File: config.mk
export PLATFORM = sky130hd
export DESIGN_NAME = serial_borrow_subtractor
export DESIGN_NICKNAME = d
export VERILOG_FILES = /design/src/rtl/dsp_pkg.sv /design/src/rtl/borrow_digit_sub.sv /design/src/rtl/serial_borrow_subtractor.sv
export SDC_FILE = /design/constraint.sdc
export NUM_CORES = 1
export LEC_CHECK = 0
export BUFFER_PORTS_ARGS = -buffer_cell sky130_fd_sc_hd__buf_2
export CORE_UTILIZATION = 50
export DETAILED_ROUTE_END_ITERATION = 8
export HOLD_SLACK_MARGIN = 0.08
export PLACE_DENSITY = 0.73
export SLEW_MARGIN = 10
export SYNTH_ARGS = -nofsm -noshare
export SYNTH_HDL_FRONTEND = slang
export SYNTH_SLANG_ARGS = --single-unit
File: constraint.sdc
create_clock -name clk -period 1.9 [get_ports clk]
set_input_delay 0.19 -clock clk [delete_from_list [all_inputs] [get_ports clk]]
set_output_delay 0.19 -clock clk [all_outputs]
set_load 0.005 [all_outputs]
File: src/rtl/dsp_pkg.sv
// Shared DSP datapath definitions: default word width, subtractor FSM states
// and the digit-counter width helper.
package dsp_pkg;

  localparam int unsigned DSP_WIDTH = 16;

  typedef enum logic [1:0] {
    IDLE,
    RUN,
    DONE
  } sub_state_t;

  // Counter must hold N-1; never narrower than one bit.
  function automatic int unsigned cnt_width(input int unsigned n);
    return (n <= 2) ? 1 : $clog2(n);
  endfunction

endpackage

File: src/rtl/borrow_digit_sub.sv
// Combinational DIGIT-bit subtract slice: {borrow_out, d} = a_dig - b_dig - borrow_in.
module borrow_digit_sub #(
  parameter int unsigned DIGIT = 1
) (
  input  logic [DIGIT-1:0] a_dig,
  input  logic [DIGIT-1:0] b_dig,
  input  logic             borrow_in,
  output logic [DIGIT-1:0] d,
  output logic             borrow_out
);

  // A negative (DIGIT+1)-bit difference always has its top bit set.
  always_comb begin
    {borrow_out, d} = {1'b0, a_dig} - {1'b0, b_dig} - {{DIGIT{1'b0}}, borrow_in};
  end

endmodule

File: src/rtl/serial_borrow_subtractor.sv
// Digit-serial subtractor: diff = a - b - bin over WIDTH/DIGIT cycles with
// borrow-out, signed overflow and valid/ready handshakes on both sides.
module serial_borrow_subtractor
  import dsp_pkg::*;
#(
  parameter int unsigned WIDTH = DSP_WIDTH,
  parameter int unsigned DIGIT = 1
) (
  input  logic             clk,
  input  logic             reset,
  input  logic             in_valid,
  output logic             in_ready,
  input  logic [WIDTH-1:0] a,
  input  logic [WIDTH-1:0] b,
  input  logic             bin,
  output logic             out_valid,
  input  logic             out_ready,
  output logic [WIDTH-1:0] diff,
  output logic             bout,
  output logic             ovf
);

  localparam int unsigned N  = WIDTH / DIGIT;
  localparam int unsigned CW = cnt_width(N);

  sub_state_t       state;
  logic [WIDTH-1:0] a_sr;
  logic [WIDTH-1:0] b_sr;
  logic [WIDTH-1:0] res_sr;
  logic [WIDTH-1:0] res_next;
  logic             borrow;
  logic             a_sign;
  logic             b_sign;
  logic [CW-1:0]    cnt;
  logic [DIGIT-1:0] d_dig;
  logic             borrow_nxt;

  borrow_digit_sub #(.DIGIT(DIGIT)) u_dig (
    .a_dig      (a_sr[DIGIT-1:0]),
    .b_dig      (b_sr[DIGIT-1:0]),
    .borrow_in  (borrow),
    .d          (d_dig),
    .borrow_out (borrow_nxt)
  );

  // New digit enters at the top; after N shifts the first digit sits at bit 0.
  if (DIGIT < WIDTH) begin : g_shift
    assign res_next = {d_dig, res_sr[WIDTH-1:DIGIT]};
  end else begin : g_full
    assign res_next = d_dig;
  end

  always_ff @(posedge clk) begin
    if (reset) begin
      state     <= IDLE;
      in_ready  <= 1'b1;
      out_valid <= 1'b0;
      diff      <= '0;
      bout      <= 1'b0;
      ovf       <= 1'b0;
      a_sr      <= '0;
      b_sr      <= '0;
      res_sr    <= '0;
      borrow    <= 1'b0;
      a_sign    <= 1'b0;
      b_sign    <= 1'b0;
      cnt       <= '0;
    end else begin
      case (state)
        IDLE: begin
          if (in_valid && in_ready) begin
            a_sr     <= a;
            b_sr     <= b;
            borrow   <= bin;
            a_sign   <= a[WIDTH-1];
            b_sign   <= b[WIDTH-1];
            res_sr   <= '0;
            cnt      <= CW'(N - 1);
            in_ready <= 1'b0;
            state    <= RUN;
          end
        end
        RUN: begin
          a_sr   <= a_sr >> DIGIT;
          b_sr   <= b_sr >> DIGIT;
          res_sr <= res_next;
          borrow <= borrow_nxt;
          cnt    <= cnt - 1'b1;
          if (cnt == '0) begin
            diff      <= res_next;
            bout      <= borrow_nxt;
            ovf       <= (a_sign != b_sign) && (res_next[WIDTH-1] != a_sign);
            out_valid <= 1'b1;
            state     <= DONE;
          end
        end
        DONE: begin
          if (out_ready) begin
            out_valid <= 1'b0;
            in_ready  <= 1'b1;
            state     <= IDLE;
          end
        end
        default: state <= IDLE;
      endcase
    end
  end

endmodule

==> results.toml, run 1 <==
[timing]
period_needed_ns = 1.661
tightest_slew_ns = 0.7123
drv_slew = 0
relSlewSlack_pct = 52.36
holdWs_ns = 0.1090
finalClockSkew_ns = 0.005054
fin_ws_ns = 0.2393
rsz0062_at_grt = "false"
fmax_mhz = 602.2
min_period_over_period_pct = 87.41
setup_viol = 0
hold_viol_final = 0

[setup_path]
start_kind = "flip-flop"
critical_path_arrival_ns = 1.87
critPathMaxStageDelay_ns = 0.59
slowest_stage = "or3b_1"
worstSetupPathType = "flip-flop to flip-flop"
cp_data_required_time_ns = 2.11
cp-end-kind = "flip-flop"
crit_fanout = 17
worstPathCellList = "inv_1, ha_1, or3b_1, o21ai_0, a21oi_1"

[clock_tree]
insertion_delay_ns = 0.34
cts_made_buffers = 9
cts.sinks = 76
cts_tree = "built"
post_cts_buffers = 0
cts.path.max_buffers = 2
clk_pin_slew_ns = 0.07
root_buffer = "clkbuf_8"
cts_max_level = 3

[run_status]
status = "finished, final reports clean"

[floorplan]
die_x_um = 79.32
chipHeight_um = 79.32
dieArea_um2 = 6292
core_um2 = 5642
io_pins = 57
fp-row-count = 27
initial_core_util_pct = 52.98

[logic_synthesis]
syn-num-nets = 340
ys_types = 33
ys_ff_latch = 76
netlist_instances = 300
syn_area_per_cell_um2 = 9.964
synth_warnings = 0
seq_area_frac_synth_pct = 50.90
netlist_area_um2 = 2989

[cells_and_area]
num_antenna_cells = 0
utilization_pct = 68.17
final_common_cell = "dfxtp_1"
area_growth_pct = 28.67
regArea_um2 = 1521
layout_common_cells = "76 x dfxtp_1, 56 x buf_2, 32 x dlygate4sd3_1, 31 x a221o_1, 30 x and2_1"
multi_input_area_um2 = 1330
n_fill_cell = 464
drive_gt1_share_pct = 23.14
nets = 425

[power_and_ir_drop]
clkPwrFrac_pct = 32.2
comb_power_share_pct = 17.7
seq_power_share_pct = 50.1
power_density_nw_per_um2 = 920.4
p_total_uw = 3540
ir_drop_mv = 0.6998
p_sw_uw = 948.6
swShare_pct = 26.80
p_leak_uw = 0.001555
intPower_uw = 2591

[global_routing]
track_usage_pct = 22.90
grt_pass1_wl_um = 11100
grt_pass1_vias = 2363
grt_max_degree = 40
grt_overflow = 0
antenna_found_initial = 0

[routing]
post_drt_wl_per_cell_um = 14.22
drt-initial-drc-count = 133
firstDrtPassIters = 4
wl_um = 6556
num_vias = 2539
drc = 0
post_drt_via_cell_ratio = 5.508
drt.antenna.violating_nets = 0

[placement]
place_congestion = 0.7357
dpl_worst_slack_ns = -0.002950
hpwl_um = 3890
port_buffers = 56

[worst_hold_path]
hp-class = "input pin to flip-flop"

[job]
drv_cap = 0
synthesized netlist by cell type:
library cell / n / area, um^2
nor2_1: 4 / 15.01
a21oi_1: 29 / 145.1
nand2b_1: 16 / 100.1
o21a_1: 2 / 15.01
and2_1: 30 / 187.7
ha_1: 2 / 25.02
and3b_1: 1 / 8.760
xor2_1: 1 / 8.760
clkbuf_1: 14 / 52.55
nand2_1: 8 / 30.03
buf_6: 4 / 45.04
o32ai_1: 2 / 17.52
nor3_1: 2 / 10.01
nand3_1: 16 / 80.08
nor3b_1: 2 / 15.01
inv_1: 7 / 26.28
dfxtp_1: 76 / 1521
nand3b_1: 2 / 15.01
o21ai_0: 12 / 60.06
o21ai_1: 4 / 20.02
or3b_1: 1 / 8.760
nand4bb_4: 1 / 27.53
and4bb_4: 1 / 16.27
nor3_4: 1 / 16.27
o21bai_1: 1 / 7.510
nor2b_1: 1 / 6.260
buf_2: 9 / 45.04
a211oi_1: 1 / 7.510
a221o_1: 31 / 310.3
a311oi_1: 3 / 26.28
fa_1: 1 / 20.02
a22o_1: 2 / 17.52
o22ai_1: 13 / 81.33
stage by stage:
step           cells  setup TNS [ns]  cell area [um^2]
2_1_floorplan    300               0              2989
3_3_place_gp     413               0              3322
3_5_place_dp     413       -0.005008              3322
4_1_cts          459               0              3820
5_1_grt          461               0              3846
6_report         461               0              3846
final timing paths:
kind | slack [ns] | start | cells past startpoint | end
min reg2reg | 0.46 | out_valid$_SDFFE_PP0P_ | 2 | out_valid$_SDFFE_PP0P_
max reg2reg | 0.24 | cnt[0]$_SDFFE_PP0P_ | 5 | diff[9]$_SDFFE_PP0P_
max | 0.24 | cnt[0]$_SDFFE_PP0P_ | 5 | diff[9]$_SDFFE_PP0P_
min | 0.11 | a[15] | 3 | a_sign$_SDFFE_PP0P_
power by group through the flow:
stage	Sequential (uW)	Combinational (uW)	Clock, uW
final	1770	626	1140
after global routing	1790	690	1250
after CTS	1770	620	1170
after detailed placement	1810	562	0
after global placement	1810	550	0
after floorplan	1790	415	0
final cells by class:
type / count / area share (%)
sequential: 76 / 39.56
multi-input combinational: 191 / 34.58
timing repair buffer: 100 / 17.96
clock buffer: 14 / 4.750
tap: 72 / 2.342
inverter: 7 / 0.6831
clock inverter: 1 / 0.1301
worst max-delay path: cells and delay by family, from the launching register on:
kind	cells	cell delay (ns)
AOI/OAI and AO/OA	2	0.35
adders and majority gates	1	0.15
buffers and inverters	1	0.08
DFF	1	0.34
and+or+nand+nor	1	0.59
timing repair:
| action | in CTS | in global routing |
|---|---|---|
| cloned | 1 | 0 |
| setup endpoints to repair | 33 | 16 |
| hold buffers | 30 | 2 |
| gates resized for setup | 0 | 1 |
| pin swaps | 1 | 0 |
| endpoints found under the hold margin | 30 | 2 |
registers in the layout, indices dropped and copies added (netlist names):
name	count
bout	1
ovf	1
b_sign	1
a_sign	1
res_sr	15
diff	16
cnt	4
in_ready	1
borrow	1
b_sr	16
out_valid	1
state	2
a_sr	16
cells by family (layout without fill, tap and decap cells):
| kind of cell | Yosys count | count (layout) | synth area share (%) |
|---|---|---|---|
| buf+inv | 34 | 122 | 5.651 |
| flops | 76 | 76 | 50.90 |
| xor+xnor | 1 | 1 | 0.2931 |
| compound gates | 100 | 100 | 23.69 |
| simple gates | 86 | 87 | 17.96 |
| fa+ha+maj | 3 | 3 | 1.507 |
metal layers:
layer  wire length (um)  track usage [%]
met1               3122            30.69
met4                 40            6.545
met2               3123            35.17
met5                  0                0
met3                270            7.356
Note: power is estimated with default switching activity, not from simulation.
==> inputs of run 2 (changes only) <==
--- a/config.mk
+++ b/config.mk
@@ -6,10 +6,10 @@
 export NUM_CORES = 1
 export LEC_CHECK = 0
 export BUFFER_PORTS_ARGS = -buffer_cell sky130_fd_sc_hd__buf_2
-export CORE_UTILIZATION = 50
+export CORE_UTILIZATION = 49
 export DETAILED_ROUTE_END_ITERATION = 8
 export HOLD_SLACK_MARGIN = 0.08
-export PLACE_DENSITY = 0.73
+export PLACE_DENSITY = 0.75
 export SLEW_MARGIN = 10
 export SYNTH_ARGS = -nofsm -noshare
 export SYNTH_HDL_FRONTEND = slang
==> constraint.sdc (replaced) <==
create_clock -name clk -period 1.4 [get_ports clk]
set_input_delay 0.14 -clock clk [delete_from_list [all_inputs] [get_ports clk]]
set_output_delay 0.14 -clock clk [all_outputs]
set_load 0.005 [all_outputs]
==> run 2 against run 1 <==
Against the previous run: the run now ends with setup timing left; routed wire length grew 36%; utilization grew 7.4 points; power grew 59%; combinational power grew 130%; worst hold slack gained 0.17 ns; via count grew 15%; clock power grew 56%; sequential share of layout area shrank 5.1 points; maximum frequency grew 10%; critical endpoint is now a_sr[4]$_SDFFE_PP0P_; largest cell class unchanged; largest power group unchanged.
==> results.toml, run 2 (synthesis results as in run 1) <==
[run_status]
status = "finished with violations"
violations = "setup timing"

[global_routing]
grt_pass1_vias = 2425
gr-usage-met2_pct = 38.03
antenna_found_initial = 0
grt_pass1_wl_um = 11680
track_usage_pct = 24.36
grt_overflow = 0
grt-busiest-layer = "met2"
met3_usage_pct = 6.250
grt_max_degree = 33
use_met1_pct = 31.55

[timing]
hold_viol_final = 0
min_period_over_period_pct = 107.8
fin_ws_ns = -0.1091
finalClockSkew_ns = 0.009718
setup_viol = 48
tightest_slew_ns = 0.3320
holdWs_ns = 0.2772
fmax_mhz = 662.6
relSlewSlack_pct = 77.87
rsz0062_at_grt = "true"
drv_slew = 0
period_needed_ns = 1.509

[cells_and_area]
layout_common_cells = "70 x dfxtp_1, 56 x buf_2, 34 x dlygate4sd3_1, 31 x a221o_1, 30 x and2_1"
area_growth_pct = 48.72
fin_cells = 504
regArea_um2 = 1531
num_antenna_cells = 0
multi_input_area_um2 = 1451
nets = 464
reg_top3 = "a_sr (16), b_sr (16), diff (16)"
n_fill_cell = 379
design_area_um2 = 4446
drive_gt1_share_pct = 38.46
final_common_cell = "dfxtp_1"

[routing]
num_vias = 2912
post_drt_via_cell_ratio = 5.778
wl_um = 8919
firstDrtPassIters = 5
drt.antenna.violating_nets = 0
drc = 0
post_drt_wl_per_cell_um = 17.70
drt-initial-drc-count = 276

[floorplan]
dieArea_um2 = 6417
core_um2 = 5886
chipHeight_um = 80.11
initial_core_util_pct = 50.79
fp-row-count = 28
io_pins = 57
die_x_um = 80.11

[placement]
dp.cells = 428
dpl_worst_slack_ns = -0.5303
placed_area_um2 = 3460
hpwl_um = 3958
place_congestion = 0.7941
port_buffers = 56

[clock_tree]
insertion_delay_ns = 0.36
cts_made_buffers = 9
root_buffer = "clkbuf_8"
cts.path.max_buffers = 2
cts_tree = "built"
clk_pin_slew_ns = 0.09
cts_max_level = 3
cts.sinks = 76

[setup_path]
critical_path_arrival_ns = 1.80
cp-end-kind = "flip-flop"
crit_fanout = 10
r2r_setup_slack_ns = -0.11
start_kind = "flip-flop"
worstSetupPathType = "flip-flop to flip-flop"
cp_data_required_time_ns = 1.70

[power_and_ir_drop]
ir_drop_mv = 0.9579
p_leak_uw = 0.001810
power_density_nw_per_um2 = 1265

[job]
drv_cap = 0

[worst_hold_path]
hp-class = "input pin to flip-flop"
## run 2: cell count changes in the layout (fill, tap and decap cells not counted), moves of 3 or more
cell     previous run  this run
buf_12              0         3
inv_1               7         2
o21ai_0            12         0
o21ai_2             0        16
buf_6               0        17
buf_4              12        26
a21oi_1            29        23
inv_2               0         5
o21ai_1             4         0
dfxtp_2             0         5
a21oi_2             0         6
dfxtp_1            76        70
## run 2: repair_timing
action / in CTS / in global routing
cloned: 3 / 6
gates resized for setup: 20 / 47
hold endpoints to repair: 37 / 0
setup buffers: 3 / 16
pin swaps: 6 / 41
endpoints found under the setup margin: 51 / 43
hold buffers: 34 / 0
## run 2: final timing paths
check / start / end / cells past startpoint
worst max-delay path: state[1]$_SDFFE_PP0P_ / a_sr[4]$_SDFFE_PP0P_ / 6
worst min-delay path: reset / diff[9]$_SDFFE_PP0P_ / 3
worst max register to register: state[1]$_SDFFE_PP0P_ / a_sr[4]$_SDFFE_PP0P_ / 6
worst min register to register: out_valid$_SDFFE_PP0P_ / out_valid$_SDFFE_PP0P_ / 2
## run 2: area by class of cell
| cell class | instances | share of cell area [%] |
|---|---|---|
| Clock buffer | 11 | 3.406 |
| Clock inverter | 5 | 1.323 |
| Inverter | 7 | 0.5911 |
| Multi-Input combinational cell | 191 | 32.65 |
| Sequential cell | 76 | 34.45 |
| Tap cell | 75 | 2.111 |
| Timing Repair Buffer | 139 | 25.47 |
## run 2: worst max-delay path: stages (launching register included)
cell	delay, ns
dfxtp_4	0.36
buf_6	0.12
nand4bb_4	0.30
nor2_4	0.19
buf_6	0.13
clkbuf_16	0.15
a221o_1	0.19
## run 2: power breakdown
| group | leakage [uW] | internal, uW | switching [uW] |
|---|---|---|---|
| clock | 0.000102 | 924 | 858 |
| combinational | 0.00109 | 715 | 705 |
| sequential | 0.000621 | 2310 | 107 |
| total | 0.00181 | 3950 | 1670 |
## run 2: metal layers
metal  up-vias  wire, um
li1       1361         -
met1      1404      3778
met2       118      4319
met3        29       522
met4         0       299
met5         -         0
## run 2: metrics by stage
stage	power (uW)	utilization (%)	setup TNS (ns)
finish	5623	75.53	-0.9128
global route	5848	75.53	-3.102
CTS	5280	70.09	-0.09540
detailed placement	3328	58.78	-17.51
global placement	3305	58.78	-15.15
floorplan	3046	-	-0.2996
